`src/rtl/f_nextpc_pkg.sv`:
```
// f_nextpc_pkg: shared constants and types for the fetch next-PC generator.
//   PC_W           word-address width of every PC in the fetch path
//   pc_t           13-bit word address
//   BN_*           branch_number encodings carried in the F/D register
//   CNT_WT/CNT_MAX 2-bit BTB confidence counter: predict taken at >= CNT_WT
package f_nextpc_pkg;

  localparam int PC_W = 13;

  typedef logic [PC_W-1:0] pc_t;

  localparam logic [1:0] BN_NONE  = 2'b00;
  localparam logic [1:0] BN_SLOT1 = 2'b01;
  localparam logic [1:0] BN_SLOT2 = 2'b10;

  localparam logic [1:0] CNT_WT  = 2'd2;
  localparam logic [1:0] CNT_MAX = 2'd3;

endpackage

```
`src/rtl/f_nextpc_if.sv`:
```
// f_nextpc_if: control/redirect/training inputs and F/D outputs of f_nextpc.
//   master: the surrounding core (drives stall, redirects, BTB training;
//           receives fetch_pc and the F/D fields)
//   slave : f_nextpc itself
interface f_nextpc_if;
  import f_nextpc_pkg::*;

  logic       stall;
  logic       d_redirect;
  pc_t        d_redirect_pc;
  logic       e_redirect;
  pc_t        e_redirect_pc;
  logic       upd_en;
  pc_t        upd_pc;
  pc_t        upd_target;
  logic       upd_taken;
  pc_t        fetch_pc;
  pc_t        pc1;
  pc_t        pc2;
  pc_t        pc_predicted;
  logic [1:0] branch_number;
  logic       fetch_valid;

  modport master (
    output stall, d_redirect, d_redirect_pc, e_redirect, e_redirect_pc,
           upd_en, upd_pc, upd_target, upd_taken,
    input  fetch_pc, pc1, pc2, pc_predicted, branch_number, fetch_valid
  );

  modport slave (
    input  stall, d_redirect, d_redirect_pc, e_redirect, e_redirect_pc,
           upd_en, upd_pc, upd_target, upd_taken,
    output fetch_pc, pc1, pc2, pc_predicted, branch_number, fetch_valid
  );

endinterface

```
`src/rtl/f_btb.sv`:
```
// f_btb: direct-mapped branch target buffer, two lookup ports, one training port.
//   clk, rst             clock, synchronous active-high reset (clears valid/counters)
//   rd_pc1/rd_pc2        lookup addresses (fetch slot 1 and slot 2)
//   hit1/hit2, tgt1/tgt2 lookup result: valid, tag match and counter >= CNT_WT
//   upd_en/upd_pc/upd_target/upd_taken  training from execute
// Lookups read the registered array, so a same-cycle update is not visible.
module f_btb import f_nextpc_pkg::*; #(
  parameter int BTB_ENTRIES = 16,
  parameter int IDX_W       = 4
) (
  input  logic clk,
  input  logic rst,
  input  pc_t  rd_pc1,
  input  pc_t  rd_pc2,
  output logic hit1,
  output logic hit2,
  output pc_t  tgt1,
  output pc_t  tgt2,
  input  logic upd_en,
  input  pc_t  upd_pc,
  input  pc_t  upd_target,
  input  logic upd_taken
);

  localparam int TAG_W = PC_W - IDX_W;

  logic [BTB_ENTRIES-1:0] valid_q, valid_d;
  logic [1:0]             cnt_q [BTB_ENTRIES];
  logic [1:0]             cnt_d [BTB_ENTRIES];
  logic [TAG_W-1:0]       tag_q [BTB_ENTRIES];
  logic [TAG_W-1:0]       tag_d [BTB_ENTRIES];
  pc_t                    tgt_q [BTB_ENTRIES];
  pc_t                    tgt_d [BTB_ENTRIES];

  function automatic logic [1:0] sat_cnt(input logic [1:0] c, input logic up);
    if (up) return (c == CNT_MAX) ? CNT_MAX : c + 2'd1;
    else    return (c == 2'd0)    ? 2'd0    : c - 2'd1;
  endfunction

  logic [IDX_W-1:0] idx1, idx2, upd_idx;
  logic [TAG_W-1:0] rtag1, rtag2, upd_tag;
  logic             upd_hit;

  assign idx1    = rd_pc1[IDX_W-1:0];
  assign idx2    = rd_pc2[IDX_W-1:0];
  assign upd_idx = upd_pc[IDX_W-1:0];
  assign rtag1   = rd_pc1[PC_W-1:IDX_W];
  assign rtag2   = rd_pc2[PC_W-1:IDX_W];
  assign upd_tag = upd_pc[PC_W-1:IDX_W];

  assign hit1 = valid_q[idx1] && (tag_q[idx1] == rtag1) && (cnt_q[idx1] >= CNT_WT);
  assign hit2 = valid_q[idx2] && (tag_q[idx2] == rtag2) && (cnt_q[idx2] >= CNT_WT);
  assign tgt1 = tgt_q[idx1];
  assign tgt2 = tgt_q[idx2];

  assign upd_hit = valid_q[upd_idx] && (tag_q[upd_idx] == upd_tag);

  always_comb begin
    valid_d = valid_q;
    cnt_d   = cnt_q;
    tag_d   = tag_q;
    tgt_d   = tgt_q;
    if (upd_en) begin
      if (upd_hit) begin
        cnt_d[upd_idx] = sat_cnt(cnt_q[upd_idx], upd_taken);
        // A not-taken outcome says nothing about the target; keep the old one.
        if (upd_taken) tgt_d[upd_idx] = upd_target;
      end else if (upd_taken) begin
        // Allocate straight at the weakly-taken threshold so it predicts next time.
        valid_d[upd_idx] = 1'b1;
        cnt_d[upd_idx]   = CNT_WT;
        tag_d[upd_idx]   = upd_tag;
        tgt_d[upd_idx]   = upd_target;
      end
    end
  end

  always_ff @(posedge clk) begin
    if (rst) begin
      valid_q <= '0;
      for (int i = 0; i < BTB_ENTRIES; i++) cnt_q[i] <= 2'd0;
    end else begin
      valid_q <= valid_d;
      cnt_q   <= cnt_d;
    end
  end

  // Tags and targets are qualified by valid, so they need no reset.
  always_ff @(posedge clk) begin
    tag_q <= tag_d;
    tgt_q <= tgt_d;
  end

endmodule

```
`src/rtl/f_nextpc.sv`:
```
// f_nextpc: fetch-stage next-PC generator for the dual-issue core.
//   clk, rst  clock, synchronous active-high reset (overrides everything)
//   bus       f_nextpc_if.slave: stall, decode/execute redirects, BTB training
//             in; fetch_pc and the F/D fields pc1, pc2, pc_predicted,
//             branch_number, fetch_valid out.
// Each cycle fetches the pair (pc_q, pc_q+1); the F/D fields describe the pair
// fetched in the previous cycle, aligned with synchronous imem read data.
module f_nextpc import f_nextpc_pkg::*; #(
  parameter int BTB_ENTRIES = 16,
  parameter int IDX_W       = 4
) (
  input logic       clk,
  input logic       rst,
  f_nextpc_if.slave bus
);

  pc_t        pc_q, pc_d;
  pc_t        pc1_q, pc1_d;
  pc_t        pc2_q, pc2_d;
  pc_t        pred_q, pred_d;
  logic [1:0] bn_q, bn_d;
  logic       fv_q, fv_d;

  pc_t        pc_plus1;
  pc_t        next_pred;
  logic [1:0] bn;
  logic       hit1, hit2;
  pc_t        tgt1, tgt2;

  assign pc_plus1 = pc_q + 13'd1;

  f_btb #(
    .BTB_ENTRIES (BTB_ENTRIES),
    .IDX_W       (IDX_W)
  ) u_btb (
    .clk        (clk),
    .rst        (rst),
    .rd_pc1     (pc_q),
    .rd_pc2     (pc_plus1),
    .hit1       (hit1),
    .hit2       (hit2),
    .tgt1       (tgt1),
    .tgt2       (tgt2),
    .upd_en     (bus.upd_en),
    .upd_pc     (bus.upd_pc),
    .upd_target (bus.upd_target),
    .upd_taken  (bus.upd_taken)
  );

  // Slot 1 wins: a taken branch in slot 1 makes slot 2 dead.
  always_comb begin
    next_pred = pc_q + 13'd2;
    bn        = BN_NONE;
    if (hit1) begin
      next_pred = tgt1;
      bn        = BN_SLOT1;
    end else if (hit2) begin
      next_pred = tgt2;
      bn        = BN_SLOT2;
    end
  end

  // Execute redirects are older than decode ones, so they win; a redirect
  // also beats stall because the stalled pair is being squashed anyway.
  always_comb begin
    pc_d   = pc_q;
    pc1_d  = pc1_q;
    pc2_d  = pc2_q;
    pred_d = pred_q;
    bn_d   = bn_q;
    fv_d   = fv_q;
    if (bus.e_redirect) begin
      pc_d = bus.e_redirect_pc;
      fv_d = 1'b0;
    end else if (bus.d_redirect) begin
      pc_d = bus.d_redirect_pc;
      fv_d = 1'b0;
    end else if (!bus.stall) begin
      pc1_d  = pc_q;
      pc2_d  = pc_plus1;
      pred_d = next_pred;
      bn_d   = bn;
      fv_d   = 1'b1;
      pc_d   = next_pred;
    end
  end

  always_ff @(posedge clk) begin
    if (rst) begin
      pc_q   <= 13'd0;
      pc1_q  <= 13'd0;
      pc2_q  <= 13'd1;
      pred_q <= 13'd2;
      bn_q   <= BN_NONE;
      fv_q   <= 1'b0;
    end else begin
      pc_q   <= pc_d;
      pc1_q  <= pc1_d;
      pc2_q  <= pc2_d;
      pred_q <= pred_d;
      bn_q   <= bn_d;
      fv_q   <= fv_d;
    end
  end

  assign bus.fetch_pc      = pc_q;
  assign bus.pc1           = pc1_q;
  assign bus.pc2           = pc2_q;
  assign bus.pc_predicted  = pred_q;
  assign bus.branch_number = bn_q;
  assign bus.fetch_valid   = fv_q;

endmodule
```
`src/flat_wrapper.sv`:
```
// flat-port wrapper written by rule: the top's interface ports become plain ports
module f_nextpc_flat import f_nextpc_pkg::*;
#(
  parameter int BTB_ENTRIES = 16,
  parameter int IDX_W       = 4
)
  (clk, rst, bus_stall, bus_d_redirect, bus_d_redirect_pc, bus_e_redirect, bus_e_redirect_pc, bus_upd_en, bus_upd_pc, bus_upd_target, bus_upd_taken, bus_fetch_pc, bus_pc1, bus_pc2, bus_pc_predicted, bus_branch_number, bus_fetch_valid);
  f_nextpc_if bus_i ();
  input logic clk;
  input logic rst;
  input wire logic [$bits(bus_i.stall)-1:0] bus_stall;
  input wire logic [$bits(bus_i.d_redirect)-1:0] bus_d_redirect;
  input wire logic [$bits(bus_i.d_redirect_pc)-1:0] bus_d_redirect_pc;
  input wire logic [$bits(bus_i.e_redirect)-1:0] bus_e_redirect;
  input wire logic [$bits(bus_i.e_redirect_pc)-1:0] bus_e_redirect_pc;
  input wire logic [$bits(bus_i.upd_en)-1:0] bus_upd_en;
  input wire logic [$bits(bus_i.upd_pc)-1:0] bus_upd_pc;
  input wire logic [$bits(bus_i.upd_target)-1:0] bus_upd_target;
  input wire logic [$bits(bus_i.upd_taken)-1:0] bus_upd_taken;
  output wire logic [$bits(bus_i.fetch_pc)-1:0] bus_fetch_pc;
  output wire logic [$bits(bus_i.pc1)-1:0] bus_pc1;
  output wire logic [$bits(bus_i.pc2)-1:0] bus_pc2;
  output wire logic [$bits(bus_i.pc_predicted)-1:0] bus_pc_predicted;
  output wire logic [$bits(bus_i.branch_number)-1:0] bus_branch_number;
  output wire logic [$bits(bus_i.fetch_valid)-1:0] bus_fetch_valid;
  assign bus_i.stall = bus_stall;
  assign bus_i.d_redirect = bus_d_redirect;
  assign bus_i.d_redirect_pc = bus_d_redirect_pc;
  assign bus_i.e_redirect = bus_e_redirect;
  assign bus_i.e_redirect_pc = bus_e_redirect_pc;
  assign bus_i.upd_en = bus_upd_en;
  assign bus_i.upd_pc = bus_upd_pc;
  assign bus_i.upd_target = bus_upd_target;
  assign bus_i.upd_taken = bus_upd_taken;
  assign bus_fetch_pc = bus_i.fetch_pc;
  assign bus_pc1 = bus_i.pc1;
  assign bus_pc2 = bus_i.pc2;
  assign bus_pc_predicted = bus_i.pc_predicted;
  assign bus_branch_number = bus_i.branch_number;
  assign bus_fetch_valid = bus_i.fetch_valid;
  f_nextpc #(.BTB_ENTRIES(BTB_ENTRIES), .IDX_W(IDX_W)) u_core (.clk(clk), .rst(rst), .bus(bus_i));
endmodule
```
`config.mk`:
```
export PLATFORM = sky130hd
export DESIGN_NAME = f_nextpc_flat
export DESIGN_NICKNAME = d
export VERILOG_FILES = /design/src/rtl/f_nextpc_pkg.sv /design/src/rtl/f_nextpc_if.sv /design/src/rtl/f_btb.sv /design/src/rtl/f_nextpc.sv /design/src/flat_wrapper.sv
export SDC_FILE = /design/constraint.sdc
export NUM_CORES = 1
export LEC_CHECK = 0
export CORE_MARGIN = 8
export CORE_UTILIZATION = 63
export CTS_BUF_LIST = sky130_fd_sc_hd__clkbuf_8
export DETAILED_ROUTE_END_ITERATION = 8
export PLACE_DENSITY = 0.9
export SLEW_MARGIN = 10
export SYNTH_ARGS = -nofsm -noshare
export SYNTH_HDL_FRONTEND = slang
export SYNTH_SLANG_ARGS = --single-unit
```
`constraint.sdc`:
```
create_clock -name clk -period 7.4 [get_ports clk]
set_clock_uncertainty 0.05 [all_clocks]
set_input_delay 2.22 -clock clk [delete_from_list [all_inputs] [get_ports clk]]
set_output_delay 2.22 -clock clk [all_outputs]
set_load 0.02 [all_outputs]
```
* Yosys cells after proc, flatten, opt, wreduce, memory -nomap -nowiden *
Cells that the tools add are included.

cells by class
  reduce and logical (&&, ||, !) cells = 14
  bitwise gates (word level) = 11
  muxes and demuxes = 55
  divide/modulo/power cells = 0
  order comparisons = 10
  $mul = 0
  shift operators = 0
  eq/ne operators = 5
  add/subtract/negate cells = 4

operator list
  operator               count
  $bwmux 208             1
  $bwmux 144             1
  $mux 13                10
  $bmux 9 s4             3
  $bmux 13 s4            2
  $mux 32                2
  $mux 9                 7
  $demux 13 s4           1
  $demux 9 s4            1
  $bwmux 32              1
  $or 16x16->16          2
  $mux 2                 14
  $eq 9x9->1             3
  $bmux 2 s4             3
  $and 16x16->16         1
  $not 16->16            1
  $ge 5x5->1 const B     3
  $lt 4x5->1 const B     3
  $not 4->5              3
  $add 13x1->13 const B  1
  $add 13x2->13 const B  1
  $bmux 1 s4             3
  $demux 2 s4            1
  $logic_and 1x1->1      7
  other kinds (15)       24

storage, ports and cells
  register bits = 455
  memories kept = 0
  RAM bits = 0
  bits of input ports = 59
  ROM bits = 0
  logic and storage cells = 154
  latch bits = 0

* Longest topological paths before layout *
Gate-level depths: netlist of the first run.

  depth after elaboration = 13
  gate-level depth with buffers = 14

* Cells and area by module *
From an unflattened synthesis of the first run, not the netlist that was laid out.

unflattened totals
  cells, all modules = 1506
  area, all modules = 23347.4 µm²

by module, submodules not included
  module    area an instance (µm²)  instances  cells each  sequential area each (µm²)
  f_btb     20423.3                 1          1129        11531.1
  f_nextpc  2924.1                  1          377         1101.1

* Least setup slack after synthesis of the first run *
OpenSTA, ideal clock, no wires.

  path type = input -> register
  start point = input port bus_upd_pc[0]
  end point = register u_core.u_btb.tag_q[117] (netlist bit) (enable)
  path buffers = 2
  data arrival time = 5.105 ns
  library setup time = 0.389 ns
  data required time = 6.961 ns
  path slack = 1.856 ns
  stages = 10
  cell sequence = buf_2 buf_2 mux4_2 mux4_2 xnor2_1 nand4_1 nor4_4 nor2b_1 nand2_1 nor3_1

between the ends
  cells in the longest elaborated chain, start to end = 8
  elaborated cells on any way between the ends = 10

RTL lines
  what                                        RTL line            RTL
  from (decl)                                 flat_wrapper.sv:17  input wire logic [$bits(bus_i.upd_pc)-1:0] bus_upd_pc;
  $not 4->5 (implied by the code)             f_btb.sv:56         assign upd_hit = valid_q[upd_idx] && (tag_q[upd_idx] == upd_tag);
  $bmux 9 s4                                  f_btb.sv:56
  $mux 9 (implied by the code) (2 in series)  f_btb.sv:56
  $eq 9x9->1                                  f_btb.sv:56
  $logic_and 1x1->1 *                         f_btb.sv:56
  $not 1->1 (no line) *                       -
  $reduce_and 3->1 (no line) *                -
  to (signal assigned)                        f_btb.sv:90         tag_q <= tag_d;
  to (decl)                                   f_btb.sv:30         logic [TAG_W-1:0] tag_q [BTB_ENTRIES];

Mark *: on every way between the ends. The rest lies on a longest branch, timed or not. The select of a mux whose other input is x is not followed.
A chain may end at the register's enable or synchronous reset.

* Worst setup path in the final report of the first run *
  start point = input port bus_upd_pc[1]
  end point = register u_core.u_btb.tag_q[35] (netlist bit) (enable)

The elaborated chain is that of the path after synthesis.

==> results of run 1 <==
==> placed cells by master, fill, tap and decap left out, types with 41 or more instances in the layout <==
cell type	count
nor2_1	99
dfxtp_1	100
mux4_2	272
clkbuf_8	75
nand2_1	89
a21oi_1	49
inv_1	41
buf_4	49
clkdlybuf4s50_1	110
edfxtp_1	352
==> power by group <==
group	leakage, nW	switching, W	internal (W)
Clock	0.807	0.00102	0.00113
Sequential	4.01	0.0000537	0.00279
Combinational	3.37	0.000443	0.000392
Total	8.19	0.00152	0.00431
==> cells by family (layout without fill, tap and decap cells) <==
logic type               Yosys count  count (layout)  share of synthesized area [%]
XOR/XNOR                          43              43                           1.63
flip-flops                       455             455                           54.8
AND/OR/NAND/NOR                  323             323                           6.74
AO/OA/AOI/OAI                    198             198                           5.68
adder cells (fa/ha/maj)            4               4                          0.195
buffers and inverters            143             313                           2.98
multiplexers                     303             303                           28.0
other                              0               2                              0
==> through the flow <==
step	util (%)	hold slack (ns)	setup WS, ns	instances	total power (W)
6_report	71.5	0.401	1.46	2109	0.00583
3_5_place_dp	67.5	0.396	0.888	1974	0.00370
3_3_place_gp	67.5	0.392	1.18	1974	0.00367
2_1_floorplan	-	0.382	1.86	1469	0.00344
5_1_grt	71.5	0.418	1.29	2108	0.00596
4_1_cts	71.4	0.404	1.55	2107	0.00581
==> worst paths after layout <==
path	start	to	slack, ns	cells past startpoint
worst max-delay path	bus_upd_pc[1]	u_core.u_btb.tag_q[35]$_DFFE_PP_	1.46	10
worst min-delay path	u_core.bus.pc1[4]$_SDFFE_PP0P_	u_core.bus.pc1[4]$_SDFFE_PP0P_	0.40	2
worst max register to register	u_core.bus.fetch_pc[1]$_SDFFE_PP0P_	u_core.bus.fetch_pc[1]$_SDFFE_PP0P_	1.47	10
worst min register to register	u_core.bus.pc1[4]$_SDFFE_PP0P_	u_core.bus.pc1[4]$_SDFFE_PP0P_	0.40	2
==> final cells by class <==
| type | instances | area (um2) | share of cell area, % |
|---|---|---|---|
| clock buffer | 75 | 1030 | 3.97 |
| antenna | 2 | 5.00 | 0.0193 |
| timing repair buffer | 161 | 1480 | 5.69 |
| clock inverter | 58 | 393 | 1.51 |
| multi-input combinational | 871 | 9770 | 37.6 |
| tap | 468 | 586 | 2.25 |
| sequential | 455 | 12600 | 48.7 |
| inverter | 19 | 71.3 | 0.275 |
==> routing by layer <==
metal	vias up	GRT usage (%)	part of all wire, %	routed length, um
met5	-	0.918	0.077	54
met4	2	14.5	5.2	3680
met3	357	11.4	17	12300
met2	1975	49.4	46	32200
met1	7893	41.2	31	22100
li1	6224	-	-	-
==> cells in the mapped netlist (3+ instances only) <==
cell type,instances,share of area [%]
edfxtp_1,352,46
mux4_2,272,27
dfxtp_1,103,8.9
nor2_1,99,1.6
nand2_1,90,1.5
clkbuf_1,58,0.94
a21oi_1,49,1.1
o21ai_0,39,0.85
buf_2,36,0.78
nand3_1,35,0.76
xnor2_1,35,1.3
mux2i_1,27,1.2
a211oi_1,23,0.75
o21a_1,18,0.59
nor3_1,16,0.35
and3_1,15,0.41
inv_1,15,0.24
nor2b_1,13,0.35
buf_1,12,0.20
a22oi_1,10,0.33
buf_6,10,0.49
and4_1,9,0.34
nand4_1,9,0.24
a211o_1,8,0.30
buf_4,8,0.26
nand2b_1,8,0.22
xor2_1,8,0.30
a221oi_1,7,0.27
a31oi_1,6,0.16
and2_1,5,0.14
nor3b_1,5,0.16
o2111ai_1,5,0.19
o21ai_1,5,0.11
or2_2,5,0.14
nor4_1,4,0.11
o22ai_1,4,0.11
a22o_1,3,0.11
a311oi_1,3,0.11
a32oi_1,3,0.11
mux2_2,3,0.15
o221a_2,3,0.15
or3_1,3,0.081
==> state kept, by name, summed over array words and instances, names as in the netlist <==
name	count
u_core.u_btb.tgt_q	208
u_core.u_btb.tag_q	144
u_core.bus.branch_number	2
u_core.bus.pc2	13
u_core.u_btb.valid_q	16
u_core.bus.fetch_valid	1
u_core.u_btb.cnt_q	32
u_core.bus.fetch_pc	13
u_core.bus.pc_predicted	13
u_core.bus.pc1	13
==> worst max-delay path: stages <==
cell and delay (ns):
buf_2 0.91, mux4_2 0.43, mux4_2 0.50, xnor2_1 0.15
nand4_1 0.28, nor4_4 0.05, buf_4 0.22, nor2b_1 0.33
nand2_1 0.18, nor2_1 0.81
==> impl_metrics.json, run 1 <==
{
  "status": "complete, no violations",
  "cts_tree": "done",
  "power.leakage_nw": 8.19,
  "setup_viol": 0,
  "ys_warn_count": 0,
  "cts.repair.resized": 0,
  "wirelength_um": 70300,
  "cts-root-buf": "clkbuf_8",
  "end_kind": "flop",
  "grt_max_degree": 60,
  "syn_nets": 1530,
  "vias_per_cell": 7.80,
  "dieArea_um2": 43000,
  "cp_data_required_time_ns": 7.58,
  "coreArea_um2": 36300,
  "ant_nets": 0,
  "p_per_area_nw_per_um2": 224,
  "die_w_um": 207,
  "clkLatencyLatePin_ns": 0.63,
  "post_drt_wl_per_cell_um": 33.3,
  "grt_overflow": 0,
  "synth_ff_type": "edfxtp_1",
  "synthCells": 1469,
  "dpl_cell_area_um2": 24500,
  "rsz0062_at_grt": "no",
  "crit_fanout": 52,
  "layout_worst_path_cycle_share_pct": 80.3,
  "worstMarginPinSlew_ns": 1.30,
  "slew_violations": 0,
  "async_reset_ff_share_pct": 0,
  "fin_tns_setup_ns": 0,
  "hpwl_um": 45400,
  "fmax_ghz": 0.168,
  "top_level_ports": 114,
  "final_nets": 1641,
  "drcViolationCount": 0,
  "drv_cap": 0,
  "cts_buffers": 72,
  "antenna_found_initial": 2,
  "clk_pin_slew_ns": 0.07,
  "gp_congestion": 0.983,
  "drive_gt1_share_pct": 27.3,
  "cts_hold_buf": 0,
  "worstSetupPathType": "input port to flop",
  "num_vias": 16451,
  "die_height_um": 207,
  "grt_pass1_wl_um": 105000,
  "htreeDepth": 3,
  "grt_pass1_vias": 16457,
  "synth_seq_area_share_pct": 54.8,
  "cts_setup_buffers": 0,
  "clock_path_buffers": 3,
  "rows": 70,
  "synth_cell_type_count": 63,
  "cp-start-kind": "input port",
  "grt.total_usage_pct": 32.2,
  "portBuffers": 113,
  "syn_area_um2": 23000,
  "area_growth_pct": 12.7,
  "irDropWorstVdd_v": 0.000124,
  "first_pass_iters": 6,
  "critPathArrivalTime_ns": 6.13,
  "hold_viol": 0,
  "drt_iter0_markers": 3141,
  "synth_seq_cells": 455,
  "fin_crit_ns": 5.94,
  "fill_cells": 2040,
  "start_util_pct": 63.4,
  "fin_area_um2": 26000,
  "relSlewSlack_pct": 13.6,
  "synth_edf_count": 352,
  "synth_area_per_cell_um2": 15.7,
  "hold_path_class": "flop to flop",
  "cts_sinks": 455
}
No activity file was read; power rests on OpenSTA's default activity.
==> run 2: changes to the inputs <==
- CORE_UTILIZATION: 63 -> 57
- PLACE_DENSITY: 0.9 -> 0.86
- clock period: 7.4 -> 5.45 ns (I/O delays scaled with it)
==> impl_metrics.json, run 2 (synthesis gave the netlist of run 1 again) <==
{
  "htreeDepth": 3,
  "wirelength_um": 65800,
  "ant_nets": 0,
  "end_kind": "flop",
  "grt_overflow": 0,
  "num_vias": 15963,
  "portBuffers": 113,
  "critPathArrivalTime_ns": 5.22,
  "drive_gt1_share_pct": 28.8,
  "cp-start-kind": "flop",
  "coreArea_um2": 39800,
  "die_w_um": 217,
  "worstSetupPathType": "flop to flop",
  "setup_viol": 0,
  "dieArea_um2": 47100,
  "p_per_area_nw_per_um2": 296,
  "rsz0062_at_grt": "no",
  "status": "complete, but fails checks",
  "cts_setup_buffers": 0,
  "largest_register": "u_core.u_btb.tgt_q",
  "power.leakage_nw": 8.31,
  "gp_congestion": 0.924,
  "area_growth_pct": 13.9,
  "fin_tns_setup_ns": 0,
  "grt_pass1_vias": 16063,
  "crit_fanout": 163,
  "slew_violations": 0,
  "largestRegisters": "u_core.u_btb.tgt_q: 208 flops, u_core.u_btb.tag_q: 144 flops, u_core.u_btb.cnt_q: 32 flops",
  "die_height_um": 217,
  "cp_data_required_time_ns": 5.89,
  "first_pass_iters": 9,
  "utilization_pct": 65.9,
  "drcViolationCount": 2,
  "cts_sinks": 455,
  "worstMarginPinSlew_ns": 1.17,
  "grt_pass1_wl_um": 98700,
  "relSlewSlack_pct": 21.8,
  "fmax_ghz": 0.209,
  "drt_iter0_markers": 2754,
  "hold_path_class": "flop to flop",
  "cts_buffers": 72,
  "cts_hold_buf": 0,
  "layout_worst_path_cycle_share_pct": 87.7,
  "hold_viol": 0,
  "largest_reg_flops": 208,
  "layout_common_cells": "352 x edfxtp_1, 272 x mux4_2, 110 x clkdlybuf4s50_1",
  "antenna_found_initial": 3,
  "grt_max_degree": 164,
  "violations": "DRC",
  "start_util_pct": 57.9,
  "irDropWorstVdd_v": 0.000135,
  "clk_pin_slew_ns": 0.06,
  "grt.total_usage_pct": 27.6,
  "cts_tree": "done",
  "vias_per_cell": 7.27,
  "clock_path_buffers": 3,
  "fin_crit_ns": 4.78,
  "drv_cap": 0,
  "cts.repair.resized": 0,
  "layout_commonest_cell": "edfxtp_1",
  "cts-root-buf": "clkbuf_8",
  "top_level_ports": 114,
  "clkLatencyLatePin_ns": 0.62,
  "hpwl_um": 43000,
  "rows": 73,
  "post_drt_wl_per_cell_um": 29.9,
  "final_nets": 1671
}
run 2: changes by cell type in the layout (fill, tap and decap cells not counted), sizes merged:
cell / before / now
buf: 51 / 81
bufinv: 5 / 2
clkbuf: 75 / 76
clkinv: 20 / 29
diode: 2 / 3
inv: 46 / 39
run 2: final cells by class:
| class | count | area (um2) |
|---|---|---|
| Tap cell | 525 | 657 |
| Multi-Input combinational cell | 871 | 9760 |
| Clock buffer | 76 | 1050 |
| Fill cell | 2595 | 13600 |
| Timing Repair Buffer | 191 | 1750 |
| Sequential cell | 455 | 12600 |
| Inverter | 19 | 71.3 |
| Antenna cell | 3 | 7.51 |
| Clock inverter | 57 | 319 |
run 2: path summary, 6_finish.rpt:
path / startpoint / end / slack, ns / cells past startpoint
worst min register to register: u_core.bus.pc1[7]$_SDFFE_PP0P_ / u_core.bus.pc1[7]$_SDFFE_PP0P_ / 0.41 / 2
worst min-delay path: u_core.bus.pc1[7]$_SDFFE_PP0P_ / u_core.bus.pc1[7]$_SDFFE_PP0P_ / 0.41 / 2
worst max register to register: u_core.bus.fetch_pc[0]$_SDFFE_PP0P_ / u_core.bus.pc_predicted[4]$_SDFFE_PP0P_ / 0.67 / 11
worst max-delay path: u_core.bus.fetch_pc[0]$_SDFFE_PP0P_ / u_core.bus.pc_predicted[4]$_SDFFE_PP0P_ / 0.67 / 11
run 2: worst max-delay path: stages, from the launching register on:
cell	delay (ns)
dfxtp_4	0.42
buf_12	0.79
mux4_2	0.42
and3_1	0.21
a211o_1	0.30
and3_1	0.18
nor4b_1	0.64
and4_1	0.38
and3_1	0.43
buf_4	0.31
mux2i_1	0.34
a31oi_1	0.13
run 2: routing by layer:
layer  share of wire [%]  up-vias  track usage (%)  wire length [um]
met5                   0        -                0                 0
met4                 4.6        0             12.8              3060
met3                  15      259             8.20              9780
met2                  47     1511             43.4             31000
met1                  33     7897             35.4             21900
li1                    -     6296                -                 -
run 2: stage by stage:
step	total power, W	instance area [um2]	hold slack [ns]	std cells	setup slack [ns]
final	0.00777	26300	0.408	2197	0.668
after global routing	0.00799	26300	0.431	2196	0.558
after CTS	0.00776	26300	0.407	2194	0.796
after detailed placement	0.00504	24900	0.400	2061	0.394
after global placement	0.00501	24900	0.390	2061	0.477
after floorplan	0.00468	23000	0.382	1469	0.491
run 2: power by group:
part           total [W]  switching, W  internal, W
logic            0.00114      0.000592     0.000543
clock network    0.00278       0.00137      0.00140
registers        0.00385     0.0000650      0.00379
